==> src/rtl/square_voice_mixer_if.sv <==
// Audio FIFO side of the square voice mixer: ADC pop, DAC push, samples.
// master = mixer (pops ADC, pushes DAC); slave = FIFO/codec side.
interface square_voice_mixer_if #(
  parameter int SAMPLE_W = 32
);
  logic                audio_in_available;
  logic                audio_out_allowed;
  logic                read_audio_in;
  logic                write_audio_out;
  logic [SAMPLE_W-1:0] left_in;
  logic [SAMPLE_W-1:0] right_in;
  logic [SAMPLE_W-1:0] left_out;
  logic [SAMPLE_W-1:0] right_out;

  modport master (
    input  audio_in_available,
    input  audio_out_allowed,
    input  left_in,
    input  right_in,
    output read_audio_in,
    output write_audio_out,
    output left_out,
    output right_out
  );

  modport slave (
    output audio_in_available,
    output audio_out_allowed,
    output left_in,
    output right_in,
    input  read_audio_in,
    input  write_audio_out,
    input  left_out,
    input  right_out
  );
endinterface

==> src/rtl/square_voice_mixer.sv <==
// Multi-voice square tone generator mixed with the ADC sample into the DAC.
// Ports: CLOCK_50, reset (sync, active-high); voice_en/voice_delay/trigger/
// duration control voices; voice_active, clip status; aud = FIFO interface.
// Macro MIC_PASSTHRU_EN: when defined the ADC sample is added into the mix,
// otherwise the output carries tones only (ADC still drained).
module square_voice_mixer #(
  parameter int          NUM_VOICES = 4,
  parameter int          DELAY_W    = 19,
  parameter int          SAMPLE_W   = 32,
  parameter int unsigned AMP        = 10000000,
  parameter int          DUR_W      = 24
) (
  input  logic                          CLOCK_50,
  input  logic                          reset,
  input  logic [NUM_VOICES-1:0]         voice_en,
  input  logic [NUM_VOICES*DELAY_W-1:0] voice_delay,
  input  logic [NUM_VOICES-1:0]         trigger,
  input  logic [DUR_W-1:0]              duration,
  output logic [NUM_VOICES-1:0]         voice_active,
  output logic                          clip,
  square_voice_mixer_if.master          aud
);

  localparam int SUM_W = SAMPLE_W + $clog2(NUM_VOICES + 1) + 1;

`ifdef MIC_PASSTHRU_EN
  localparam bit MIC_EN = 1'b1;
`else
  localparam bit MIC_EN = 1'b0;
`endif

  localparam logic signed [SUM_W-1:0] AMP_S = SUM_W'(AMP);
  localparam logic signed [SUM_W-1:0] MAX_S =
    {{(SUM_W-SAMPLE_W+1){1'b0}}, {(SAMPLE_W-1){1'b1}}};
  localparam logic signed [SUM_W-1:0] MIN_S =
    {{(SUM_W-SAMPLE_W+1){1'b1}}, {(SAMPLE_W-1){1'b0}}};

  typedef enum logic [1:0] {
    S_IDLE,
    S_MIX,
    S_WRITE
  } state_t;

  state_t state_q, state_d;

  logic [DUR_W-1:0]      rem_q [NUM_VOICES];
  logic [DUR_W-1:0]      rem_d [NUM_VOICES];
  logic [DELAY_W-1:0]    cnt_q [NUM_VOICES];
  logic [DELAY_W-1:0]    cnt_d [NUM_VOICES];
  logic [NUM_VOICES-1:0] ph_q, ph_d;
  logic [NUM_VOICES-1:0] act;
  logic [NUM_VOICES-1:0] va_q;

  logic [SAMPLE_W-1:0] lin_q, lin_d;
  logic [SAMPLE_W-1:0] rin_q, rin_d;
  logic [SAMPLE_W-1:0] lo_q, lo_d;
  logic [SAMPLE_W-1:0] ro_q, ro_d;
  logic                rd_q, rd_d;
  logic                wr_q, wr_d;
  logic                clip_q, clip_d;
  logic                flag_q, flag_d;

  logic signed [SUM_W-1:0] voice_sum;
  logic signed [SUM_W-1:0] mic_l, mic_r;
  logic signed [SUM_W-1:0] sum_l, sum_r;
  logic [SAMPLE_W-1:0]     sat_l, sat_r;
  logic                    clip_l, clip_r;

  // Voices: one-shot countdown, oscillator and summed contribution.
  // Inactive voices park at cnt 0 / phase 0 so each tone starts low.
  always_comb begin
    voice_sum = '0;
    for (int i = 0; i < NUM_VOICES; i++) begin
      act[i] = voice_en[i] | (rem_q[i] != '0);
      if (trigger[i]) begin
        rem_d[i] = duration;
      end else if (rem_q[i] != '0) begin
        rem_d[i] = rem_q[i] - DUR_W'(1);
      end else begin
        rem_d[i] = rem_q[i];
      end
      if (!act[i]) begin
        cnt_d[i] = '0;
        ph_d[i]  = 1'b0;
      end else if (cnt_q[i] >= voice_delay[i*DELAY_W +: DELAY_W]) begin
        cnt_d[i] = '0;
        ph_d[i]  = ~ph_q[i];
      end else begin
        cnt_d[i] = cnt_q[i] + DELAY_W'(1);
        ph_d[i]  = ph_q[i];
      end
      if (act[i]) begin
        voice_sum = voice_sum + (ph_q[i] ? AMP_S : -AMP_S);
      end
    end
  end

  always_comb begin
    mic_l  = MIC_EN ? SUM_W'($signed(lin_q)) : '0;
    mic_r  = MIC_EN ? SUM_W'($signed(rin_q)) : '0;
    sum_l  = mic_l + voice_sum;
    sum_r  = mic_r + voice_sum;
    clip_l = (sum_l > MAX_S) || (sum_l < MIN_S);
    clip_r = (sum_r > MAX_S) || (sum_r < MIN_S);
    if (sum_l > MAX_S) begin
      sat_l = MAX_S[SAMPLE_W-1:0];
    end else if (sum_l < MIN_S) begin
      sat_l = MIN_S[SAMPLE_W-1:0];
    end else begin
      sat_l = sum_l[SAMPLE_W-1:0];
    end
    if (sum_r > MAX_S) begin
      sat_r = MAX_S[SAMPLE_W-1:0];
    end else if (sum_r < MIN_S) begin
      sat_r = MIN_S[SAMPLE_W-1:0];
    end else begin
      sat_r = sum_r[SAMPLE_W-1:0];
    end
  end

  // Handshake: pop ADC, register the mix, push DAC when it has room.
  always_comb begin
    state_d = state_q;
    rd_d    = 1'b0;
    wr_d    = 1'b0;
    clip_d  = 1'b0;
    flag_d  = flag_q;
    lin_d   = lin_q;
    rin_d   = rin_q;
    lo_d    = lo_q;
    ro_d    = ro_q;
    unique case (state_q)
      S_IDLE: begin
        if (aud.audio_in_available && aud.audio_out_allowed) begin
          rd_d    = 1'b1;
          lin_d   = aud.left_in;
          rin_d   = aud.right_in;
          state_d = S_MIX;
        end
      end
      S_MIX: begin
        lo_d    = sat_l;
        ro_d    = sat_r;
        flag_d  = clip_l | clip_r;
        state_d = S_WRITE;
      end
      S_WRITE: begin
        if (aud.audio_out_allowed) begin
          wr_d    = 1'b1;
          clip_d  = flag_q;
          state_d = S_IDLE;
        end
      end
      default: state_d = S_IDLE;
    endcase
  end

  always_ff @(posedge CLOCK_50) begin
    if (reset) begin
      state_q <= S_IDLE;
      rem_q   <= '{default: '0};
      cnt_q   <= '{default: '0};
      ph_q    <= '0;
      va_q    <= '0;
      lin_q   <= '0;
      rin_q   <= '0;
      lo_q    <= '0;
      ro_q    <= '0;
      rd_q    <= 1'b0;
      wr_q    <= 1'b0;
      clip_q  <= 1'b0;
      flag_q  <= 1'b0;
    end else begin
      state_q <= state_d;
      rem_q   <= rem_d;
      cnt_q   <= cnt_d;
      ph_q    <= ph_d;
      va_q    <= act;
      lin_q   <= lin_d;
      rin_q   <= rin_d;
      lo_q    <= lo_d;
      ro_q    <= ro_d;
      rd_q    <= rd_d;
      wr_q    <= wr_d;
      clip_q  <= clip_d;
      flag_q  <= flag_d;
    end
  end

  assign aud.read_audio_in   = rd_q;
  assign aud.write_audio_out = wr_q;
  assign aud.left_out        = lo_q;
  assign aud.right_out       = ro_q;
  assign voice_active        = va_q;
  assign clip                = clip_q;

endmodule

==> src/flat_wrapper.sv <==
// flat-port wrapper written by rule: the top's interface ports become plain ports
module square_voice_mixer_flat 
#(
  parameter int          NUM_VOICES = 4,
  parameter int          DELAY_W    = 19,
  parameter int          SAMPLE_W   = 32,
  parameter int unsigned AMP        = 10000000,
  parameter int          DUR_W      = 24
)
  (CLOCK_50, reset, voice_en, voice_delay, trigger, duration, voice_active, clip, aud_audio_in_available, aud_audio_out_allowed, aud_left_in, aud_right_in, aud_read_audio_in, aud_write_audio_out, aud_left_out, aud_right_out);
  square_voice_mixer_if #(.SAMPLE_W(SAMPLE_W)) aud_i ();
  input  logic CLOCK_50;
  input  logic reset;
  input  logic [NUM_VOICES-1:0] voice_en;
  input  logic [NUM_VOICES*DELAY_W-1:0] voice_delay;
  input  logic [NUM_VOICES-1:0] trigger;
  input  logic [DUR_W-1:0] duration;
  output logic [NUM_VOICES-1:0] voice_active;
  output logic clip;
  input wire logic [$bits(aud_i.audio_in_available)-1:0] aud_audio_in_available;
  input wire logic [$bits(aud_i.audio_out_allowed)-1:0] aud_audio_out_allowed;
  input wire logic [$bits(aud_i.left_in)-1:0] aud_left_in;
  input wire logic [$bits(aud_i.right_in)-1:0] aud_right_in;
  output wire logic [$bits(aud_i.read_audio_in)-1:0] aud_read_audio_in;
  output wire logic [$bits(aud_i.write_audio_out)-1:0] aud_write_audio_out;
  output wire logic [$bits(aud_i.left_out)-1:0] aud_left_out;
  output wire logic [$bits(aud_i.right_out)-1:0] aud_right_out;
  assign aud_i.audio_in_available = aud_audio_in_available;
  assign aud_i.audio_out_allowed = aud_audio_out_allowed;
  assign aud_i.left_in = aud_left_in;
  assign aud_i.right_in = aud_right_in;
  assign aud_read_audio_in = aud_i.read_audio_in;
  assign aud_write_audio_out = aud_i.write_audio_out;
  assign aud_left_out = aud_i.left_out;
  assign aud_right_out = aud_i.right_out;
  square_voice_mixer #(.NUM_VOICES(NUM_VOICES), .DELAY_W(DELAY_W), .SAMPLE_W(SAMPLE_W), .AMP(AMP), .DUR_W(DUR_W)) u_core (.CLOCK_50(CLOCK_50), .reset(reset), .voice_en(voice_en), .voice_delay(voice_delay), .trigger(trigger), .duration(duration), .voice_active(voice_active), .clip(clip), .aud(aud_i));
endmodule
==> config.mk <==
export PLATFORM = sky130hd
export DESIGN_NAME = square_voice_mixer_flat
export DESIGN_NICKNAME = d
export VERILOG_FILES = /design/src/rtl/square_voice_mixer_if.sv /design/src/rtl/square_voice_mixer.sv /design/src/flat_wrapper.sv
export SDC_FILE = /design/constraint.sdc
export NUM_CORES = 1
export LEC_CHECK = 0
export ABC_CLOCK_PERIOD_IN_PS = 16400
export BUFFER_PORTS_ARGS = -buffer_cell sky130_fd_sc_hd__buf_2
export CORE_MARGIN = 5
export CORE_UTILIZATION = 60
export DETAILED_ROUTE_END_ITERATION = 6
export GPL_TIMING_DRIVEN = 0
export HOLD_SLACK_MARGIN = 0.03
export PLACE_DENSITY = 0.85
export SYNTH_ARGS = -nofsm -noshare
export SYNTH_HDL_FRONTEND = slang
export SYNTH_SLANG_ARGS = --single-unit
==> constraint.sdc <==
create_clock -name CLOCK_50 -period 16.4 [get_ports CLOCK_50]
set_input_delay 3.28 -clock CLOCK_50 [delete_from_list [all_inputs] [get_ports CLOCK_50]]
set_output_delay 3.28 -clock CLOCK_50 [all_outputs]
set_load 0.05 [all_outputs]
**Yosys cells after proc, flatten, opt, wreduce, memory -nomap -nowiden**

Index checks and enable logic that the tools add are counted.

- Order comparisons: 6
- Div/mod/pow operators: 0
- Multiplexer cells: 23
- $add $sub $neg: 11
- Shift-type cells: 0
- Eq/ne operators: 4
- Reductions and logical operators: 23
- Bitwise logic cells: 15
- Multiply operators: 0

Operators with widths:

| kind | count |
|---|---|
| 36-bit two-way mux | 8 |
| 24-bit two-way mux | 8 |
| 36-bit adder | 3 |
| 24-bit nonzero test | 4 |
| 24-bit by 1-bit subtractor with 24-bit output, second input constant | 4 |
| 19-bit by 1-bit adder with 19-bit output, second input constant | 4 |
| 19-bit greater-or-equal comparator | 4 |
| 32-bit two-way mux | 2 |
| 36-bit by 32-bit greater-than comparator with 1-bit output, second input constant | 1 |
| 36-bit by 32-bit < comparator with 1-bit output, second input constant | 1 |
| 3-bit OR reduction | 5 |
| 2-bit OR reduction | 6 |
| 1-bit NOT | 11 |
| 2-bit nonzero test | 4 |
| 2-bit one-hot mux with 3 select lines | 1 |
| 2-bit two-way mux | 2 |
| 1-bit OR | 4 |
| 2-bit by 1-bit equality test with 1-bit output, second input constant | 1 |
| 2-bit equality test, second input constant | 1 |
| 2-bit zero test | 1 |
| 1-bit two-way mux | 2 |
| 2-bit by 1-bit inequality test with 1-bit output, second input constant | 1 |
| 2-bit inequality test, second input constant | 1 |
| 2-bit AND reduction | 1 |
| 2 further kinds | 2 |

- Bits of input ports: 176
- Bits in read-only memories: 0
- Logic and storage cells: 101
- Latch bits: 0
- Memory bits (writable): 0
- Memories: 0
- Flip-flop bits (word level): 218

**Depth between registers and ports, before layout**

Gate-level depths: netlist of run 1.

- Word-level depth: 12
- Mapped depth: 37
- Mapped depth without buffers: 35

**Worst setup path before layout of run 1**

OpenSTA, ideal clock, no wires.

- Kind: input to register
- Start point: in voice_en[0]
- End point: reg u_core.lo_q[11], in the netlist u_core.aud.left_out[11]
- Stages on the path: 27
- Library setup time: 0.140 ns
- Setup slack: 6.938 ns
- Data arrival time: 9.323 ns
- Path buffers: 2
- Cell sequence: nor4_4 > nor2_1 > fa_1 > inv_1 > fa_1 > o21ai_0 > ha_1 > a21o_1 > a31o_2 > a21o_1 > a2111oi_1 > nor3b_1 > or3b_1 > nand2_1 > ha_1 > clkbuf_1 > a2111o_1 > o21ai_0 > o21ai_1 > a21oi_1 > o21ai_1 > mux2i_1 > a211oi_1 > xnor2_1 > a21oi_2 > buf_6 > o32ai_2

- Longest elaborated chain between the ends: 11
- Elaborated cells on any way between the ends: 12
- Those cells by class: add/sub: 3; order compare: 2; mux: 6; bitwise: 1

RTL lines:

| what | line | text |
|---|---|---|
| start, declared | flat_wrapper.sv:14 | `input logic [NUM_VOICES-1:0] voice_en;` |
| 1-bit OR * | square_voice_mixer.sv:74 | `act[i] = voice_en[i] \| (rem_q[i] != '0);` |
| 36-bit two-way mux * | square_voice_mixer.sv:92 | `if (act[i]) begin` |
| 36-bit adder | square_voice_mixer.sv:93 | `voice_sum = voice_sum + (ph_q[i] ? AMP_S : -AMP_S);` |
| 36-bit two-way mux * | square_voice_mixer.sv:92 |  |
| 36-bit adder | square_voice_mixer.sv:93 |  |
| 36-bit two-way mux * | square_voice_mixer.sv:92 |  |
| 36-bit adder | square_voice_mixer.sv:93 |  |
| 36-bit two-way mux * | square_voice_mixer.sv:92 |  |
| 36-bit by 32-bit < comparator with 1-bit output | square_voice_mixer.sv:107 | `end else if (sum_l < MIN_S) begin` |
| 32-bit two-way mux | square_voice_mixer.sv:107 |  |
| 32-bit two-way mux * | square_voice_mixer.sv:105 | `if (sum_l > MAX_S) begin` |
| end signal, assigned | square_voice_mixer.sv:181 | `lo_q <= lo_d;` |
| end, declared | square_voice_mixer.sv:56 | `logic [SAMPLE_W-1:0] lo_q, lo_d;` |

Mark *: on every way between the ends. The rest lies on a longest branch, timed or not.
A chain may end at the register's enable or synchronous reset.

**Worst setup path after layout of run 1**

- Start point: in voice_en[0]
- End point: reg u_core.lo_q[9], in the netlist u_core.aud.left_out[9]

Same word-level chain as after synthesis.

==> results.md, run 1 <==
- Status: completed
- Core Rows: 60
- Antenna violations before repair: 2
- Syn_area_per_cell: 7.62 sq um
- Worst Min Path Start: u_core.flag_q
- Die height: between 150 and 200 um
- Post-CTS Setup Bufs: 0
- Routed via count: 16700
- Number of global-route vias before repair: approximately 16000
- Initial DRC Count: ~1500
- Min-Delay Path Class: reg -> reg
- Final setup viols: 0
- Main synth FF type: dfxtp_1
- R2R Path Start: u_core.rem_q[77]
- Remaining antenna violation count: 0
- Post-DR wirelength/cell: 17.4 um
- Global-route usage over all layers: 29.4%
- Hold_buf cts: 0
- Global-route wire length before repair: 77100 um
- Critical Path RT: 16.85 ns
- Worst setup path endpoint: u_core.aud.left_out[9]
- # resized after CTS: 0
- Reg-to-Reg End: u_core.aud.left_out[9]
- Largest net degree at the start of global routing: 25
- Clock root cell: clkbuf_16
- Layout Utilization: 69.3%
- Area growth from synthesis to layout: 13.2%
- Die area: 31000 sq um
- Largest cells by area after synthesis: dfxtp_1 26%, ha_1 11%, nor2_1 7.5%, xor2_1 5.3%, a21oi_1 4.8%
- CP max-delay cell: nor4_4
- Syn_nets: ~2500
- Setup TNS: 0 ns
- Diode count: 0
- Drt total wl: 47600 um
- Core area: about 27000 sq um
- Worst-margin pin slew: 1.15 ns
- Async S/R FF share, synth: 0%
- Syn. warnings: 0
- Crit. End Element: register
- Clock Sinks: ~210
- Number of synthesized flops with an enable pin: 0
- Vias per inst: 6.11
- Hold Fails Final Rpt: 0
- Starting Density: 61.2%
- Htree depth: 1
- Mapped Area: 16500 sq um
- Syn Inst Count: 2171
- Largest family of logic cells by synthesized area: simple AND/OR/NAND/NOR gates
- Final min period: 10.87 ns
- Period utilization: 66.3%
- DRC viols: 0
- Synth Area in Adders: 11.2%
- Clock slew at reported path FFs: 0.07 ns
- TritonCTS Buffers: 24
- Critical path startpoint category: input port
- CP Max Fanout: 10
- Leak Pwr: 8.37 nW
- Worst path arrival time: 11.32 ns
- Number of detailed-route iterations in the first pass: 7
- Fmax achieved: roughly 90 MHz
- Worst path max stage delay: 0.72 ns
- Detail Placement HPWL: 35900 um
- RSZ-0062 raised after global routing: no
- WS Path Type: in -> reg
- WHS Path Cells: 1
- Layout cells sized above 1: 13.2%
- Peak VDD IR: 0.0000926 V
- Skew-Pair Late Insertion Delay: 0.55 ns
- Post-synthesis xor/xnor area fraction: 10.3%
- Final Skew: 0.0224 ns
- Synth unique cells: 94
- Clock tree buffer depth: 3
- Yosys top cell area share: between 20% and 30%
- Critical Path Start: voice_en[0]
- Total grt overflow: 0
- Max-Cap Viols: 0
- Synth Register Bits: 212
- CTS tree: yes
- Synth Area in Compound Gates: 19.7%
- Relative slew margins: 23.0%
- Top Ports: about 250
- Max-slew violations: 0
- Synth Area in Simple Gates: roughly 26%
- Register area share after synthesis: between 20 and 30%
- Post-synthesis mux area share: 0.915%
- Power Dens Cells: 88.7 nW/um^2
- DIE WIDTH: about 180 um
- Port Buf Inserts: ~180
- Cell taking the most area after synthesis: dfxtp_1
- Final nets: about 2700
- FF-to-FF setup slack: 7.04 ns
- Cell repeated most along the worst path: o21ai_0
- Reg2reg path depth: 30
- Routability cong.: 0.964
==> worst min-delay path by stage <==
stage / slack, ns / end
2_1_floorplan: 0.43 / u_core.clip
3_3_place_gp: 0.45 / u_core.clip
3_5_place_dp: 0.45 / u_core.clip
4_1_cts: 0.46 / u_core.clip
5_1_grt: 0.51 / u_core.clip
6_report: 0.46 / u_core.clip
==> area by class of cell <==
| type | count | area [sq um] |
|---|---|---|
| Fill cell | 2289 | 8310 |
| Clock buffer | 27 | 642 |
| Tap cell | 341 | 427 |
| Buffer | 123 | 637 |
| Timing Repair Buffer | 178 | 891 |
| Sequential cell | 212 | 4240 |
| Inverter | 115 | 432 |
| Clock inverter | 16 | 220 |
| Multi-Input combinational cell | 1721 | 11200 |
==> sequential cells by signal, summed over array words and instances (netlist names) <==
name,cells
u_core.aud.left_out,26
u_core.aud.read_audio_in,1
u_core.aud.write_audio_out,1
u_core.clip,1
u_core.cnt_q,76
u_core.flag_q,1
u_core.ph_q,4
u_core.rem_q,96
u_core.state_q,2
u_core.voice_active,4
==> power by group <==
| group | internal [W] | switching [W] |
|---|---|---|
| Clock | 0.000347 | 0.000233 |
| Combinational | 0.000172 | 0.000316 |
| Sequential | 0.000554 | 0.0000384 |
==> synthesized netlist by cell type, types with 14 or more instances <==
master / instances
nand2_1: 153
nor3_1: 100
ha_1: 142
buf_4: 38
nand3_1: 56
and3_1: 31
mux2i_1: 14
o21a_1: 33
nor2b_1: 15
nand4_1: 42
nor4_1: 30
a31oi_1: 17
a21o_1: 44
a211oi_1: 18
or4_1: 19
or3_1: 24
xnor2_1: 90
xor2_1: 100
dfxtp_1: 212
clkbuf_1: 76
nand2b_1: 19
a21oi_1: 159
o21ai_0: 82
inv_1: 115
nor2_1: 332
a22oi_1: 30
==> kinds of logic (layout without fill, tap and decap cells) <==
logic type	after synthesis	in the layout
simple gates	879	879
compound gates	489	489
buf+inv	238	459
flops	212	212
xor+xnor	192	192
fa+ha+maj	146	146
mux	15	15
==> worst max-delay path, delay by kind of cell <==
kind / cells / cell delay (ns)
adders and majority gates: 4 / 1.41
and+or+nand+nor: 5 / 1.61
xor gates and xnor gates: 1 / 0.65
buffers and inverters: 4 / 0.70
muxes: 1 / 0.25
AOI/OAI and AO/OA: 14 / 3.38
==> placed cells by master, fill, tap and decap left out, types with 44 or more instances in the layout <==
cell / n
xnor2_1: 90
nand3_1: 56
a21oi_1: 159
o21ai_0: 82
a21o_1: 44
inv_1: 115
nor2_1: 332
nor3_1: 100
buf_2: 179
dfxtp_1: 212
clkbuf_1: 76
nand2_1: 153
xor2_1: 100
ha_1: 142
==> routing by layer <==
layer,part of all wire [%],GRT usage [%],wire (um),vias to the layer above
li1,-,-,-,8070
met1,41,36.7,19300,7827
met2,48,52.1,23000,656
met3,6.9,3.60,3290,131
met4,4.1,10.8,1930,4
met5,0.057,0,27,-
==> per-stage QoR <==
| stage | cell area [sq um] | hold WS, ns | setup slack [ns] | cells | power [W] |
|---|---|---|---|---|---|
| floorplan | 16500 | 0.431 | 6.94 | 2171 | 0.000968 |
| global route | 18700 | 0.515 | 4.91 | 2733 | 0.00173 |
| finish | 18700 | 0.461 | 5.53 | 2733 | 0.00166 |
| global placement | 17900 | 0.448 | 5.31 | 2690 | 0.00107 |
| CTS | 18700 | 0.464 | 5.70 | 2733 | 0.00166 |
| detailed placement | 17900 | 0.447 | 5.18 | 2690 | 0.00108 |
Note: power is estimated with default switching activity, not from simulation.
==> inputs of run 2 (changes only) <==
Settings changed: ABC_CLOCK_PERIOD_IN_PS 16400 to 9060, CORE_UTILIZATION 60 to 53, PLACE_DENSITY 0.85 to 0.8.
Clock period 16.4 ns to 9.06 ns, I/O delays scaled along.
==> run 2 against run 1 <==
  * Setup slack worse by 5.2 ns
  * Global-route usage down 3.9 points
  * Via count down 0.21%
  * Worst hold slack better by 0.011 ns
  * Critical path type unchanged
  * Largest cell class unchanged
==> results.md, run 2 (synthesized netlist as in run 1, its figures left out) <==
- Post-DR wirelength/cell: 17.1 um (was 17.4 um)
- Htree depth: 1 (unchanged)
- CP max-delay cell: o41ai_2 (was nor4_4)
- Die height: 187 um (was 176 um)
- Antenna violations before repair: 1 (was 2)
- Drt total wl: 47800 um (was 47600 um)
- Number of global-route vias before repair: 15900 (was 16000)
- Reg with most FFs: u_core.rem_q (unchanged)
- Final setup viols: 0 (unchanged)
- Core area: 30700 sq um (was 27000 sq um)
- Port Buf Inserts: 178 (unchanged)
- Commonest non-fill, non-tap cells in the layout: 332 x nor2_1, 212 x dfxtp_1, 179 x buf_2 (unchanged)
- Global-route usage over all layers: 25.5% (was 29.4%)
- Vias per inst: 5.96 (was 6.11)
- Worst path max stage delay: 0.61 ns (was 0.72 ns)
- Area growth from synthesis to layout: 13.9% (was 13.2%)
- Final nets: 2700 (was 2697)
- Total power: 0.00296 W (was 0.00166 W)
- DIE WIDTH: 187 um (was 176 um)
- Top Ports: 247 (unchanged)
- Cell repeated most along the worst path: o21ai_0 (unchanged)
- CP Max Fanout: 10 (unchanged)
- Number of detailed-route iterations in the first pass: 5 (was 7)
- Final min period: 8.71 ns
- Relative slew margins: 29.4% (was 23.0%)
- Hold Fails Final Rpt: 0 (unchanged)
- Design Area, Final: 18800 sq um (was 18700 sq um)
- Worst-margin pin slew: 1.06 ns (was 1.15 ns)
- Clock slew at reported path FFs: 0.06 ns (was 0.07 ns)
- Clock tree buffer depth: 3 (unchanged)
- Starting Density: 53.9% (was 61.2%)
- Crit-path leading delay family: compound AO/OA/AOI/OAI gates (unchanged)
- Initial DRC Count: 1082 (was 1480)
- Diode count: 0 (unchanged)
- Routed via count: 16700 (about the same)
- Core Rows: 64 (was 60)
- Crit. End Element: register (unchanged)
- RSZ-0062 raised after global routing: no (unchanged)
- Hold_buf cts: 0 (unchanged)
- Remaining antenna violation count: 0 (unchanged)
- TritonCTS Buffers: 24 (unchanged)
- Status: completed (unchanged)
- Hold_ws: 0.472 ns (was 0.461 ns)
- CTS tree: yes (unchanged)
- Most common cell after layout, fill and taps aside: nor2_1 (unchanged)
- Detail Placement HPWL: 36400 um (was 35900 um)
- Routability cong.: 0.958 (was 0.964)
- Setup TNS: 0 ns (unchanged)
- Min-Delay Path Class: reg -> reg (unchanged)
- Global-route wire length before repair: 76900 um (was 77100 um)
- CP Buf/Inv Count: 4 (unchanged)
- Clock Sinks: 212 (unchanged)
- Clock root cell: clkbuf_16 (unchanged)
- Layout cells sized above 1: 13.7% (was 13.2%)
- Peak VDD IR: 0.000145 V (was 0.0000926 V)
- Period utilization: 96.1%
- Critical path startpoint category: input port (unchanged)
- Max-slew violations: 0 (unchanged)
- Die area: 34800 sq um (was 31000 sq um)
- Largest register FFs: 96 (unchanged)
- Leak Pwr: 8.40 nW (was 8.37 nW)
- Worst path arrival time: 9.11 ns (was 11.32 ns)
- Max-Cap Viols: 0 (unchanged)
- Fmax achieved: 115 MHz
- Critical Path RT: 9.46 ns (was 16.85 ns)
- WS Path Type: in -> reg (unchanged)
- Final Skew: 0.00958 ns (was 0.0224 ns)
- Skew-Pair Late Insertion Delay: 0.55 ns (about the same)
- Placement Cell Area: 17900 sq um (about the same)
- DRC viols: 0 (unchanged)
- Total grt overflow: 0 (unchanged)
- Power Dens Cells: 157 nW/um^2 (was 88.7 nW/um^2)
- Largest net degree at the start of global routing: 25 (unchanged)
-- run 2: layer usage --
| layer | wire, um | up-vias | track usage (%) |
|---|---|---|---|
| met1 | 20100 | 7829 | 32.7 |
| met2 | 22600 | 608 | 43.8 |
| met3 | 3150 | 116 | 3.44 |
| met4 | 1870 | 2 | 9.47 |
| li1 | - | 8098 | - |
| met5 | 13 | - | 0 |
-- run 2: path summary, 6_finish.rpt --
path | endpoint | start | slack [ns] | cells after the start
max | u_core.aud.left_out[21] | voice_en[0] | 0.35 | 30
min | u_core.clip | u_core.flag_q | 0.47 | 1
max reg2reg | u_core.aud.left_out[15] | u_core.rem_q[77] | 0.45 | 31
min reg2reg | u_core.clip | u_core.flag_q | 0.47 | 1
-- run 2: where the power goes --
| group | switching (W) | internal [W] | leakage (nW) | total, W |
|---|---|---|---|---|
| Combinational | 0.000570 | 0.000314 | 6.25 | 0.000884 |
| Sequential | 0.0000679 | 0.00100 | 1.74 | 0.00107 |
| Clock | 0.000427 | 0.000580 | 0.409 | 0.00101 |
| Total | 0.00106 | 0.00190 | 8.40 | 0.00296 |
-- run 2: timing repair --
item / in CTS / in global routing
endpoints found under the setup margin: 26 / 27
setup buffers: 3 / 0
pin swaps: 1 / 0
resized for setup: 3 / 10
-- run 2: cell type report --
type | instances | area (sq um)
multi-input combinational | 1721 | 11300
buffer | 123 | 637
clock inverter | 15 | 160
sequential | 212 | 4240
clock buffer | 29 | 659
fill | 2824 | 11800
timing repair buffer | 181 | 913
inverter | 115 | 432
tap | 396 | 495
-- run 2: metrics by stage --
stage / cells / setup slack, ns / util (%)
final: 2792 / 0.351 / 61.4
after global routing: 2792 / 0.00196 / 61.4
after CTS: 2792 / 0.0955 / 61.3
after detailed placement: 2745 / -0.883 / 58.5
after global placement: 2745 / -0.705 / 58.5
after floorplan: 2171 / 1.07 / -
==> inputs of run 3 (changes only) <==
Settings changed: CELL_PAD_IN_SITES_DETAIL_PLACEMENT set to 2, CELL_PAD_IN_SITES_GLOBAL_PLACEMENT set to 2, CORE_UTILIZATION 53 to 31, PLACE_DENSITY 0.8 to 0.81.
==> run 3 against run 2 <==
  * Worst hold slack about the same
  * First-iteration DRC count down 47%
  * Total power grew 8.2%
  * Combinational power up 5.9%
  * Largest power group is now the clock network
==> results.md, run 3 (synthesized netlist as in run 1, its figures left out) <==
- Status: completed (unchanged)
- Leak Pwr: 8.53 nW (was 8.40 nW)
- Peak VDD IR: 0.000138 V (was 0.000145 V)
- CP Max Fanout: 10 (unchanged)
- Core Rows: 84 (was 64)
- Initial DRC Count: 569 (was 1082)
- Worst-margin pin slew: 1.21 ns (was 1.06 ns)
- Worst Min Path Start: u_core.flag_q (unchanged)
- WS Path Type: reg -> reg (was in -> reg)
- Total grt overflow: 0 (unchanged)
- Starting Density: 31.4% (was 53.9%)
- Max-Cap Viols: 0 (unchanged)
- Reg2reg path depth: 30 (was 31)
- Worst path arrival time: 9.03 ns (was 9.11 ns)
- Fill count: 6137 (was 2824)
- Hold Fails Final Rpt: 0 (unchanged)
- Number of global-route vias before repair: 18600 (was 15900)
- Die area: 58100 sq um (was 34800 sq um)
- Power Dens Cells: 164 nW/um^2 (was 157 nW/um^2)
- CP max-delay cell: or4_1 (was o41ai_2)
- Finished Layout Cells: 3098 (was 2792)
- Post-DR wirelength/cell: 20.6 um (was 17.1 um)
- Routed via count: 17000 (was 16700)
- Routability cong.: 0.881 (was 0.958)
- Htree depth: 1 (unchanged)
- Hold EP: u_core.clip (unchanged)
- Clock root cell: clkbuf_16 (unchanged)
- Global-route usage over all layers: 21.2% (was 25.5%)
- WHS Path Cells: 1 (unchanged)
- Antenna violations before repair: 1 (unchanged)
- Top Ports: 247 (unchanged)
- Final Skew: 0.0794 ns (was 0.00958 ns)
- Number of detailed-route iterations in the first pass: 4 (was 5)
- Final setup viols: 0 (unchanged)
- Clock slew at reported path FFs: 0.06 ns (about the same)
- Relative slew margins: 18.4% (was 29.4%)
- Final nets: 2711 (was 2700)
- DP Cell Count: 3037 (was 2745)
- Met2 Wirelength: 32000 um (was 22600 um)
- Drt total wl: 63800 um (was 47800 um)
- Core area: 52800 sq um (was 30700 sq um)
- Min-Delay Path Class: reg -> reg (unchanged)
- FF-to-FF setup slack: 0.43 ns (was 0.45 ns)
- Met1 WL: 27900 um (was 20100 um)
- Port Buf Inserts: 178 (unchanged)
- Fmax achieved: 116 MHz (was 115 MHz)
- Vias per inst: 5.48 (was 5.96)
- CTS tree: yes (unchanged)
- Clock tree buffer depth: 3 (unchanged)
- TritonCTS Buffers: 28 (was 24)
- Area growth from synthesis to layout: 17.8% (was 13.9%)
- Skew-Pair Late Insertion Delay: 0.62 ns (was 0.55 ns)
- Reg with most FFs: u_core.rem_q (unchanged)
- Largest net degree at the start of global routing: 25 (unchanged)
- Critical path startpoint category: register (was input port)
- Clock Sinks: 212 (unchanged)
- Die height: 241 um (was 187 um)
- Remaining antenna violation count: 0 (unchanged)
- Diode count: 0 (unchanged)
- Layout cells sized above 1: 14.3% (was 13.7%)
- DRC viols: 0 (unchanged)
- Global-route wire length before repair: 101000 um (was 76900 um)
- Largest register FFs: 96 (unchanged)
- Detail Placement HPWL: 49000 um (was 36400 um)
- Setup TNS: 0 ns (unchanged)
- Uppermost routed layer: met5 (unchanged)
- Most common cell after layout, fill and taps aside: nor2_1 (unchanged)
- Critical Path RT: 9.46 ns (about the same)
- Crit. End Element: register (unchanged)
- DIE WIDTH: 241 um (was 187 um)
- Final min period: 8.63 ns (was 8.71 ns)
- Met3 routed WL: 1830 um (was 3150 um)
- Reg-to-Reg End: u_core.aud.left_out[21] (was u_core.aud.left_out[15])
- Period utilization: 95.3% (was 96.1%)
- Max-slew violations: 0 (unchanged)
- Commonest non-fill, non-tap cells in the layout: 331 x nor2_1, 212 x dfxtp_1, 179 x buf_2 (was 332 x nor2_1, 212 x dfxtp_1, 179 x buf_2)
- R2R Path Start: u_core.rem_q[78] (was u_core.rem_q[77])
- Worst path max stage delay: 0.58 ns (was 0.61 ns)
==> run 3: cell count changes in the layout (fill, tap and decap cells not counted), sizes merged <==
cell      delta
clkinv       -5
clkbuf       +9
bufinv       +2
buf          +9
clkinvlp     -1
==> run 3: area by class of cell <==
class | count | area, sq um | share of cell area [%]
Inverter | 115 | 432 | 2.22
Buffer | 121 | 629 | 3.23
Clock inverter | 11 | 184 | 0.944
Tap cell | 688 | 861 | 4.42
Sequential cell | 212 | 4240 | 21.8
Clock buffer | 40 | 796 | 4.09
Multi-Input combinational cell | 1721 | 11400 | 58.3
Timing Repair Buffer | 190 | 981 | 5.04
==> run 3: worst max path at each step <==
| stage | from | end | slack, ns | cells after the start |
|---|---|---|---|---|
| global route | voice_en[0] | u_core.aud.left_out[13] | -0.04 | 35 |
| global placement | voice_en[0] | u_core.aud.left_out[23] | -1.00 | 30 |
| detailed placement | voice_en[0] | u_core.aud.left_out[17] | -1.22 | 29 |
| CTS | u_core.rem_q[77] | u_core.aud.left_out[23] | 0.03 | 30 |
| finish | u_core.rem_q[78] | u_core.aud.left_out[21] | 0.43 | 30 |
| floorplan | voice_en[0] | u_core.aud.left_out[11] | 1.07 | 27 |
==> run 3: critical path: cells and delay by family (launching register included) <==
family,cells,cell delay [ns]
buffers and inverters,4,0.63
multiplexers,1,0.15
adder cells (fa/ha/maj),4,1.58
XOR/XNOR,1,0.10
AND/OR/NAND/NOR,7,2.29
flip-flops,1,0.36
AO/OA/AOI/OAI,13,3.29
==> run 3: timing repair <==
item | 4_1_cts | 5_1_grt
cloned | 0 | 0
endpoints found under the setup margin | 27 | 27
setup buffers | 6 | 6
pin swaps | 2 | 2
resized for setup | 6 | 16
hold buffers | 0 | 0
==> run 3: through the flow <==
step	util, %	instance area (sq um)	total power (W)	setup slack (ns)	hold slack [ns]
5_1_grt	36.9	19500	0.00336	-0.0392	0.508
3_3_place_gp	34.7	18300	0.00197	-1.00	0.460
2_1_floorplan	-	16500	0.00175	1.07	0.431
3_5_place_dp	34.7	18300	0.00201	-1.22	0.474
6_report	36.9	19500	0.00320	0.427	0.472
4_1_cts	36.7	19400	0.00323	0.0295	0.480
==> run 3: routing by layer <==
layer / GRT usage, % / vias to the layer above
li1: - / 8090
met1: 26.1 / 8527
met2: 38.7 / 238
met3: 2.64 / 105
met4: 6.05 / 2
met5: 0 / -
==> run 3: report_power, final <==
part	total, W	internal, W	switching, W
sequential	0.00108	0.00100	0.0000761
combinational	0.000936	0.000323	0.000613
clock	0.00119	0.000724	0.000465
